[src/rtl/rv_operand_stage_if.sv]
// Bundle of the operand stage's decode-side, register-file, bypass and issue-side signals.
// The stage uses the slave view; the upstream/downstream environment uses the master view.
interface rv_operand_stage_if #(
    parameter int XLEN      = 32,
    parameter int FWD_PORTS = 2
);
    logic                      i_valid;
    logic                      o_ready;
    logic                      i_flush;
    logic [4:0]                i_rs1;
    logic [4:0]                i_rs2;
    logic [4:0]                i_rd;
    logic [XLEN-1:0]           i_imm_i;
    logic [XLEN-1:0]           i_imm_j;
    logic [XLEN-1:0]           i_pc;
    logic                      i_op1_pc;
    logic [1:0]                i_op2_sel;
    logic                      i_jal;
    logic                      i_jalr;
    logic                      i_branch;
    logic                      i_store;
    logic                      i_reg_write;
    logic                      i_compressed;
    logic [XLEN-1:0]           i_reg1_data;
    logic [XLEN-1:0]           i_reg2_data;
    logic [FWD_PORTS-1:0]      i_fwd_valid;
    logic [5*FWD_PORTS-1:0]    i_fwd_rd;
    logic [XLEN*FWD_PORTS-1:0] i_fwd_data;
    logic                      o_valid;
    logic                      i_ready;
    logic [XLEN-1:0]           o_op1;
    logic [XLEN-1:0]           o_op2;
    logic [XLEN-1:0]           o_reg_data2;
    logic [XLEN-1:0]           o_pc;
    logic [XLEN-1:0]           o_pc_target;
    logic [XLEN-1:0]           o_pc_next;
    logic [4:0]                o_rd;
    logic                      o_reg_write;
    logic                      o_jump;
    logic                      o_branch;
    logic                      o_store;
    logic                      o_compressed;

    modport slave (
        input  i_valid, i_flush, i_rs1, i_rs2, i_rd, i_imm_i, i_imm_j, i_pc,
               i_op1_pc, i_op2_sel, i_jal, i_jalr, i_branch, i_store,
               i_reg_write, i_compressed, i_reg1_data, i_reg2_data,
               i_fwd_valid, i_fwd_rd, i_fwd_data, i_ready,
        output o_ready, o_valid, o_op1, o_op2, o_reg_data2, o_pc, o_pc_target,
               o_pc_next, o_rd, o_reg_write, o_jump, o_branch, o_store, o_compressed
    );

    modport master (
        output i_valid, i_flush, i_rs1, i_rs2, i_rd, i_imm_i, i_imm_j, i_pc,
               i_op1_pc, i_op2_sel, i_jal, i_jalr, i_branch, i_store,
               i_reg_write, i_compressed, i_reg1_data, i_reg2_data,
               i_fwd_valid, i_fwd_rd, i_fwd_data, i_ready,
        input  o_ready, o_valid, o_op1, o_op2, o_reg_data2, o_pc, o_pc_target,
               o_pc_next, o_rd, o_reg_write, o_jump, o_branch, o_store, o_compressed
    );
endinterface

[src/rtl/rv_operand_stage.sv]
// RISC-V operand stage: resolves rs1/rs2 from register file or bypass, holds them across
// downstream stalls, and computes operands, jump/branch target and fall-through PC.
module rv_operand_stage #(
    parameter int XLEN      = 32,
    parameter int FWD_PORTS = 2,
    parameter int EXT_C     = 1
) (
    input  logic               i_clk,
    input  logic               i_reset,
    rv_operand_stage_if.slave  bus
);
    typedef enum logic {SRC_LIVE = 1'b0, SRC_HELD = 1'b1} src_e;

    localparam logic [XLEN-1:0] PC_INC2 = XLEN'(2);
    localparam logic [XLEN-1:0] PC_INC4 = XLEN'(4);

    src_e            src_r, src_nxt_s;
    logic            valid_r;
    logic [4:0]      rs1_r, rs2_r, rd_r;
    logic [XLEN-1:0] imm_i_r, imm_j_r, pc_r;
    logic            op1_pc_r;
    logic [1:0]      op2_sel_r;
    logic            jal_r, jalr_r, branch_r, store_r, reg_write_r, compressed_r;
    logic [XLEN-1:0] hold1_r, hold2_r;

    logic            ready_s, capture_s, stall_s;
    logic [XLEN:0]   fwd1_s, fwd2_s;
    logic [XLEN-1:0] live1_s, live2_s, raw1_s, raw2_s, sum1_s;

    // Priority bypass lookup: {hit, data}; port 0 is youngest, so it is applied last.
    function automatic logic [XLEN:0] fwd_lookup(
        input logic [4:0]                rs,
        input logic [FWD_PORTS-1:0]      fv,
        input logic [5*FWD_PORTS-1:0]    frd,
        input logic [XLEN*FWD_PORTS-1:0] fdata
    );
        logic [XLEN:0] res;
        res = {(XLEN+1){1'b0}};
        for (int k = FWD_PORTS - 1; k >= 0; k--) begin
            if (fv[k] && (frd[5*k +: 5] == rs) && (rs != 5'd0)) begin
                res = {1'b1, fdata[XLEN*k +: XLEN]};
            end
        end
        return res;
    endfunction

    assign ready_s   = !valid_r || bus.i_ready;
    assign capture_s = bus.i_valid && ready_s && !bus.i_flush;
    assign stall_s   = valid_r && !bus.i_ready && !bus.i_flush;

    assign fwd1_s = fwd_lookup(rs1_r, bus.i_fwd_valid, bus.i_fwd_rd, bus.i_fwd_data);
    assign fwd2_s = fwd_lookup(rs2_r, bus.i_fwd_valid, bus.i_fwd_rd, bus.i_fwd_data);

    // Raw operand selection: x0 is hard zero, otherwise hold register or live bypass/regfile.
    always_comb begin
        live1_s = fwd1_s[XLEN] ? fwd1_s[XLEN-1:0] : bus.i_reg1_data;
        live2_s = fwd2_s[XLEN] ? fwd2_s[XLEN-1:0] : bus.i_reg2_data;
        if (rs1_r == 5'd0) begin
            raw1_s = {XLEN{1'b0}};
        end else if (src_r == SRC_HELD) begin
            raw1_s = hold1_r;
        end else begin
            raw1_s = live1_s;
        end
        if (rs2_r == 5'd0) begin
            raw2_s = {XLEN{1'b0}};
        end else if (src_r == SRC_HELD) begin
            raw2_s = hold2_r;
        end else begin
            raw2_s = live2_s;
        end
    end

    // Operand source next state: stall freezes operands, only a new capture goes live again.
    always_comb begin
        src_nxt_s = src_r;
        case (src_r)
            SRC_LIVE: begin
                if (capture_s) begin
                    src_nxt_s = SRC_LIVE;
                end else if (stall_s) begin
                    src_nxt_s = SRC_HELD;
                end else begin
                    src_nxt_s = SRC_LIVE;
                end
            end
            SRC_HELD: begin
                if (capture_s) begin
                    src_nxt_s = SRC_LIVE;
                end else begin
                    src_nxt_s = SRC_HELD;
                end
            end
            default: src_nxt_s = SRC_LIVE;
        endcase
    end

    // Operand source state register.
    always_ff @(posedge i_clk or posedge i_reset) begin
        if (i_reset) begin
            src_r <= SRC_LIVE;
        end else begin
            src_r <= src_nxt_s;
        end
    end

    // Output valid: flush beats capture, capture beats drain.
    always_ff @(posedge i_clk or posedge i_reset) begin
        if (i_reset) begin
            valid_r <= 1'b0;
        end else if (bus.i_flush) begin
            valid_r <= 1'b0;
        end else if (capture_s) begin
            valid_r <= 1'b1;
        end else if (valid_r && bus.i_ready) begin
            valid_r <= 1'b0;
        end else begin
            valid_r <= valid_r;
        end
    end

    // Captured instruction fields.
    always_ff @(posedge i_clk or posedge i_reset) begin
        if (i_reset) begin
            rs1_r        <= 5'd0;
            rs2_r        <= 5'd0;
            rd_r         <= 5'd0;
            imm_i_r      <= {XLEN{1'b0}};
            imm_j_r      <= {XLEN{1'b0}};
            pc_r         <= {XLEN{1'b0}};
            op1_pc_r     <= 1'b0;
            op2_sel_r    <= 2'b00;
            jal_r        <= 1'b0;
            jalr_r       <= 1'b0;
            branch_r     <= 1'b0;
            store_r      <= 1'b0;
            reg_write_r  <= 1'b0;
            compressed_r <= 1'b0;
        end else if (capture_s) begin
            rs1_r        <= bus.i_rs1;
            rs2_r        <= bus.i_rs2;
            rd_r         <= bus.i_rd;
            imm_i_r      <= bus.i_imm_i;
            imm_j_r      <= bus.i_imm_j;
            pc_r         <= bus.i_pc;
            op1_pc_r     <= bus.i_op1_pc;
            op2_sel_r    <= bus.i_op2_sel;
            jal_r        <= bus.i_jal;
            jalr_r       <= bus.i_jalr;
            branch_r     <= bus.i_branch;
            store_r      <= bus.i_store;
            reg_write_r  <= bus.i_reg_write;
            compressed_r <= bus.i_compressed;
        end
    end

    // Hold registers: snapshot on entering a stall, then track late bypass writes.
    always_ff @(posedge i_clk or posedge i_reset) begin
        if (i_reset) begin
            hold1_r <= {XLEN{1'b0}};
            hold2_r <= {XLEN{1'b0}};
        end else if (src_r == SRC_LIVE) begin
            if (stall_s) begin
                hold1_r <= live1_s;
                hold2_r <= live2_s;
            end
        end else begin
            if (fwd1_s[XLEN]) begin
                hold1_r <= fwd1_s[XLEN-1:0];
            end
            if (fwd2_s[XLEN]) begin
                hold2_r <= fwd2_s[XLEN-1:0];
            end
        end
    end

    // Operand 2 mux.
    always_comb begin
        case (op2_sel_r)
            2'b01:   bus.o_op2 = imm_i_r;
            2'b10:   bus.o_op2 = imm_j_r;
            default: bus.o_op2 = raw2_s;
        endcase
    end

    assign sum1_s = raw1_s + imm_i_r;

    assign bus.o_ready      = ready_s;
    assign bus.o_valid      = valid_r;
    assign bus.o_op1        = op1_pc_r ? pc_r : raw1_s;
    assign bus.o_reg_data2  = raw2_s;
    assign bus.o_pc         = pc_r;
    assign bus.o_pc_target  = jalr_r ? {sum1_s[XLEN-1:1], 1'b0} : (pc_r + imm_j_r);
    assign bus.o_pc_next    = ((EXT_C != 0) && compressed_r) ? (pc_r + PC_INC2) : (pc_r + PC_INC4);
    assign bus.o_rd         = rd_r;
    assign bus.o_reg_write  = reg_write_r;
    assign bus.o_jump       = jal_r || jalr_r;
    assign bus.o_branch     = branch_r;
    assign bus.o_store      = store_r;
    assign bus.o_compressed = compressed_r;
endmodule

[src/flat_wrapper.sv]
// flat-port wrapper written by rule: the top's interface ports become plain ports
module rv_operand_stage_flat 
#(
    parameter int XLEN      = 32,
    parameter int FWD_PORTS = 2,
    parameter int EXT_C     = 1
)
  (i_clk, i_reset, bus_i_valid, bus_i_flush, bus_i_rs1, bus_i_rs2, bus_i_rd, bus_i_imm_i, bus_i_imm_j, bus_i_pc, bus_i_op1_pc, bus_i_op2_sel, bus_i_jal, bus_i_jalr, bus_i_branch, bus_i_store, bus_i_reg_write, bus_i_compressed, bus_i_reg1_data, bus_i_reg2_data, bus_i_fwd_valid, bus_i_fwd_rd, bus_i_fwd_data, bus_i_ready, bus_o_ready, bus_o_valid, bus_o_op1, bus_o_op2, bus_o_reg_data2, bus_o_pc, bus_o_pc_target, bus_o_pc_next, bus_o_rd, bus_o_reg_write, bus_o_jump, bus_o_branch, bus_o_store, bus_o_compressed);
  rv_operand_stage_if #(.XLEN(XLEN), .FWD_PORTS(FWD_PORTS)) bus_i ();
  input  logic i_clk;
  input  logic i_reset;
  input wire logic [$bits(bus_i.i_valid)-1:0] bus_i_valid;
  input wire logic [$bits(bus_i.i_flush)-1:0] bus_i_flush;
  input wire logic [$bits(bus_i.i_rs1)-1:0] bus_i_rs1;
  input wire logic [$bits(bus_i.i_rs2)-1:0] bus_i_rs2;
  input wire logic [$bits(bus_i.i_rd)-1:0] bus_i_rd;
  input wire logic [$bits(bus_i.i_imm_i)-1:0] bus_i_imm_i;
  input wire logic [$bits(bus_i.i_imm_j)-1:0] bus_i_imm_j;
  input wire logic [$bits(bus_i.i_pc)-1:0] bus_i_pc;
  input wire logic [$bits(bus_i.i_op1_pc)-1:0] bus_i_op1_pc;
  input wire logic [$bits(bus_i.i_op2_sel)-1:0] bus_i_op2_sel;
  input wire logic [$bits(bus_i.i_jal)-1:0] bus_i_jal;
  input wire logic [$bits(bus_i.i_jalr)-1:0] bus_i_jalr;
  input wire logic [$bits(bus_i.i_branch)-1:0] bus_i_branch;
  input wire logic [$bits(bus_i.i_store)-1:0] bus_i_store;
  input wire logic [$bits(bus_i.i_reg_write)-1:0] bus_i_reg_write;
  input wire logic [$bits(bus_i.i_compressed)-1:0] bus_i_compressed;
  input wire logic [$bits(bus_i.i_reg1_data)-1:0] bus_i_reg1_data;
  input wire logic [$bits(bus_i.i_reg2_data)-1:0] bus_i_reg2_data;
  input wire logic [$bits(bus_i.i_fwd_valid)-1:0] bus_i_fwd_valid;
  input wire logic [$bits(bus_i.i_fwd_rd)-1:0] bus_i_fwd_rd;
  input wire logic [$bits(bus_i.i_fwd_data)-1:0] bus_i_fwd_data;
  input wire logic [$bits(bus_i.i_ready)-1:0] bus_i_ready;
  output wire logic [$bits(bus_i.o_ready)-1:0] bus_o_ready;
  output wire logic [$bits(bus_i.o_valid)-1:0] bus_o_valid;
  output wire logic [$bits(bus_i.o_op1)-1:0] bus_o_op1;
  output wire logic [$bits(bus_i.o_op2)-1:0] bus_o_op2;
  output wire logic [$bits(bus_i.o_reg_data2)-1:0] bus_o_reg_data2;
  output wire logic [$bits(bus_i.o_pc)-1:0] bus_o_pc;
  output wire logic [$bits(bus_i.o_pc_target)-1:0] bus_o_pc_target;
  output wire logic [$bits(bus_i.o_pc_next)-1:0] bus_o_pc_next;
  output wire logic [$bits(bus_i.o_rd)-1:0] bus_o_rd;
  output wire logic [$bits(bus_i.o_reg_write)-1:0] bus_o_reg_write;
  output wire logic [$bits(bus_i.o_jump)-1:0] bus_o_jump;
  output wire logic [$bits(bus_i.o_branch)-1:0] bus_o_branch;
  output wire logic [$bits(bus_i.o_store)-1:0] bus_o_store;
  output wire logic [$bits(bus_i.o_compressed)-1:0] bus_o_compressed;
  assign bus_i.i_valid = bus_i_valid;
  assign bus_i.i_flush = bus_i_flush;
  assign bus_i.i_rs1 = bus_i_rs1;
  assign bus_i.i_rs2 = bus_i_rs2;
  assign bus_i.i_rd = bus_i_rd;
  assign bus_i.i_imm_i = bus_i_imm_i;
  assign bus_i.i_imm_j = bus_i_imm_j;
  assign bus_i.i_pc = bus_i_pc;
  assign bus_i.i_op1_pc = bus_i_op1_pc;
  assign bus_i.i_op2_sel = bus_i_op2_sel;
  assign bus_i.i_jal = bus_i_jal;
  assign bus_i.i_jalr = bus_i_jalr;
  assign bus_i.i_branch = bus_i_branch;
  assign bus_i.i_store = bus_i_store;
  assign bus_i.i_reg_write = bus_i_reg_write;
  assign bus_i.i_compressed = bus_i_compressed;
  assign bus_i.i_reg1_data = bus_i_reg1_data;
  assign bus_i.i_reg2_data = bus_i_reg2_data;
  assign bus_i.i_fwd_valid = bus_i_fwd_valid;
  assign bus_i.i_fwd_rd = bus_i_fwd_rd;
  assign bus_i.i_fwd_data = bus_i_fwd_data;
  assign bus_i.i_ready = bus_i_ready;
  assign bus_o_ready = bus_i.o_ready;
  assign bus_o_valid = bus_i.o_valid;
  assign bus_o_op1 = bus_i.o_op1;
  assign bus_o_op2 = bus_i.o_op2;
  assign bus_o_reg_data2 = bus_i.o_reg_data2;
  assign bus_o_pc = bus_i.o_pc;
  assign bus_o_pc_target = bus_i.o_pc_target;
  assign bus_o_pc_next = bus_i.o_pc_next;
  assign bus_o_rd = bus_i.o_rd;
  assign bus_o_reg_write = bus_i.o_reg_write;
  assign bus_o_jump = bus_i.o_jump;
  assign bus_o_branch = bus_i.o_branch;
  assign bus_o_store = bus_i.o_store;
  assign bus_o_compressed = bus_i.o_compressed;
  rv_operand_stage #(.XLEN(XLEN), .FWD_PORTS(FWD_PORTS), .EXT_C(EXT_C)) u_core (.i_clk(i_clk), .i_reset(i_reset), .bus(bus_i));
endmodule
[config.mk]
export PLATFORM = sky130hd
export DESIGN_NAME = rv_operand_stage_flat
export DESIGN_NICKNAME = d
export VERILOG_FILES = /design/src/rtl/rv_operand_stage_if.sv /design/src/rtl/rv_operand_stage.sv /design/src/flat_wrapper.sv
export SDC_FILE = /design/constraint.sdc
export NUM_CORES = 1
export LEC_CHECK = 0
export BUFFER_PORTS_ARGS = -buffer_cell sky130_fd_sc_hd__buf_2
export CORE_MARGIN = 4
export CORE_UTILIZATION = 40
export DETAILED_ROUTE_END_ITERATION = 12
export PLACE_DENSITY = 0.73
export SLEW_MARGIN = 10
export SYNTH_ARGS = -nofsm -noshare
export SYNTH_HDL_FRONTEND = slang
export SYNTH_SLANG_ARGS = --single-unit
[constraint.sdc]
create_clock -name i_clk -period 12.8 [get_ports i_clk]
set_input_delay 0.64 -clock i_clk [delete_from_list [all_inputs] [get_ports i_clk]]
set_output_delay 0.64 -clock i_clk [all_outputs]
set_load 0.02 [all_outputs]
==> impl_metrics.json <==
{
  "hold_viol": 0,
  "core_area_um2": 34900,
  "cts_tree": "built",
  "die_h_um": 197,
  "grt_pass1_vias": 14300,
  "nNetsFinal": 2437,
  "final-setup-viol-count": 0,
  "antenna_found_initial": 14,
  "pin_count": 469,
  "synthTopCellsByArea": "dfrtp_1 (33%), mux2_2 (9.2%), a21oi_1 (6.0%)",
  "cts.reportedPaths.clkPinSlew_ps": 70,
  "hold_ws_ps": 368,
  "timing.final.ws_setup_ps": 5370,
  "arrival_ps": 6790,
  "syn_inst": 1722,
  "fillers": 3452,
  "pre_cts_ws_ps": 5930,
  "cts_root_buffer": "clkbuf_16",
  "gp_congestion": 0.938,
  "ir_drop_v": 0.000132,
  "syn_avg_cell_area_um2": 8.29,
  "synth_area_leader_cell": "dfrtp_1",
  "dp_cells": 2541,
  "worst_pin_slew_ps": 1030,
  "path_max_fanout": 69,
  "yosysSeqAreaShare_pct": 32.6,
  "antenna_left": 0,
  "seq_area_um2": 4660,
  "routed_wl_um": 57700,
  "p_leak_nw": 7.96,
  "reg2regPathDepth": 10,
  "drc": 0,
  "grt_max_degree": 128,
  "drv_cap": 0,
  "ctsResizeCount": 0,
  "port-buffer-count": 468,
  "synth-warning-count": 0,
  "wl_per_cell_um": 22.3,
  "die_w_um": 197,
  "endpoint_kind": "primary output",
  "critPathRequiredTime_ps": 12160,
  "syn_to_final_growth_pct": 22.5,
  "max_slew_margin_pct": 31.2,
  "synth_area_um2": 14300,
  "rows": 68,
  "min_path_type": "in2async",
  "dieArea_um2": 38800,
  "rsz0062_at_grt": "false",
  "numCtsBuffers": 17,
  "finalNonFillerCells": 2583,
  "final.setup.tns_ps": 0,
  "critPathSlowestCell": "buf_4",
  "skew_ps": 9.36,
  "synth_top_area_share_pct": 32.6,
  "min_period_ps": 7430,
  "worstSetupPathType": "reg2out",
  "drive_gt1_share_pct": 31.2,
  "p_per_area_nw_per_um2": 181,
  "total_power_mw": 3.16,
  "post-route-period-util_pct": 58.0,
  "synth_edf_count": 0,
  "grt_use_total_pct": 28.3,
  "grt_first_pass_wirelength_um": 85200,
  "final_util_pct": 50.2,
  "firstDrtPassIters": 6,
  "ys_types": 66,
  "synth_flop_cell": "dfrtp_1",
  "clock-sinks": 186,
  "stdcell_area_um2": 17500,
  "cts_hold_buf": 0,
  "crit_path_frequent_cell": "buf_4",
  "place_area_um2": 16900,
  "slowest_delay_ps": 580,
  "multi_input_area_um2": 9110,
  "num_vias": 15100,
  "status": "complete, no violations",
  "initial_utilization_pct": 40.9,
  "htreeDepth": 4,
  "syn_nets": 2054,
  "grt_overflow_total": 0,
  "fmax_mhz": 135,
  "hpwl_um": 44800,
  "via_per_inst": 5.83,
  "clkLatencyLatePin_ps": 450,
  "cts.path.max_buffers": 2,
  "crit_chain": "or4_4 -> nor2_4 -> buf_4 -> or3_1 -> buf_4 -> nand2_2 -> buf_4 -> o21ai_0 -> nor2_1 -> a21oi_1 -> nor2_1 -> ha_1 -> nand2_1 -> or2_2 -> o211ai_1 -> nand3_1 -> and3_1 -> o41ai_1 -> xnor2_1 -> a21oi_1 -> a311o_1 -> buf_2",
  "synthArstFlopShare_pct": 100,
  "final_max_slew_viol_count": 0,
  "drtIter0Drc": 1242,
  "ys_ff_latch": 186,
  "cts_setup_buffers": 0,
  "crit_path_start_kind": "flip-flop"
}
==> synth_stat cells (14+ instances only) <==
cell type  count
o31ai_1       42
nand4_1       14
o21a_1        32
mux2_2       117
a31oi_1       39
dfrtp_1      186
ha_1          65
nand2_1      166
nand3_1       19
a21o_1        29
nor3_1        58
o21ai_1       21
inv_1         21
a21oi_1      170
nor2_1       187
o22ai_1       27
xor2_1        35
clkbuf_1     102
o21ai_0      125
a22oi_1       65
xnor2_1       66
==> registers in the layout (all words and copies together), names as in the netlist, 2 cells and up <==
register,cells
u_core.op2_sel_r,2
u_core.hold2_r,32
u_core.imm_i_r,32
u_core.rs2_r,5
u_core.bus.o_pc,32
u_core.rs1_r,5
u_core.bus.o_rd,5
u_core.imm_j_r,32
u_core.hold1_r,32
==> layout make-up <==
| cell class | count | share of cell area (%) |
|---|---|---|
| flip-flops and latches | 186 | 26.6 |
| diodes | 11 | 0.157 |
| inverters | 21 | 0.493 |
| clock buffers | 22 | 2.71 |
| repair buffers | 486 | 14.2 |
| multi-input cells | 1393 | 52.1 |
| well taps | 455 | 3.25 |
| clock inverters | 9 | 0.522 |
==> cell usage in the layout (no fill, tap or decap), drive strengths merged, types with 43 or more instances in the layout <==
cell   netlist  layout
a22oi       65      65
xnor2       66      66
nor3        58      58
nor2       188     188
a21oi      171     171
ha          65      65
nand2      166     166
buf         20     486
mux2       117     117
o31ai       43      43
o21ai      147     147
dfrtp      186     186
==> critical path: cells and delay by family (launching register included) <==
kind / cells / cell delay (ps)
buffers and inverters: 4 / 1500
flip-flops: 1 / 430
AO/OA/AOI/OAI: 6 / 1780
adder cells (fa/ha/maj): 1 / 360
AND/OR/NAND/NOR: 10 / 2030
XOR/XNOR: 1 / 180
==> final timing paths <==
kind,endpoint,start,slack [ps]
max in group asynchronous,u_core.op1_pc_r,i_reset,10940
min reg2reg,u_core.hold1_r[14],u_core.hold1_r[14],490
max reg2reg,u_core.hold1_r[29],u_core.rs1_r[1],9410
min,u_core.rs2_r[1],i_reset,370
min in group i_clk,u_core.bus.o_valid,bus_i_flush,380
max,bus_o_pc_target[30],u_core.rs1_r[1],5370
==> metal layers <==
layer	wire length [um]	up-vias	track usage, %
met4	2290	10	10.6
met2	28200	671	48.2
met3	4800	125	7.44
met5	68	-	0
li1	-	7040	-
met1	22300	7219	34.5
==> cells by family after synthesis <==
| group | synth area share, % |
|---|---|
| xor gates and xnor gates | 6.19 |
| DFF | 32.6 |
| and+or+nand+nor | 15.5 |
| adders and majority gates | 5.98 |
| muxes | 10.1 |
| buffers and inverters | 3.93 |
| AOI/OAI and AO/OA | 25.7 |
==> power breakdown <==
group	internal, mW	total (mW)	switching [mW]	leakage [nW]
Combinational	0.649	1.74	1.09	5.56
Clock	0.284	0.544	0.260	0.265
Sequential	0.728	0.881	0.153	2.14
Total	1.66	3.16	1.50	7.96
(Power assumes the default switching activity.)
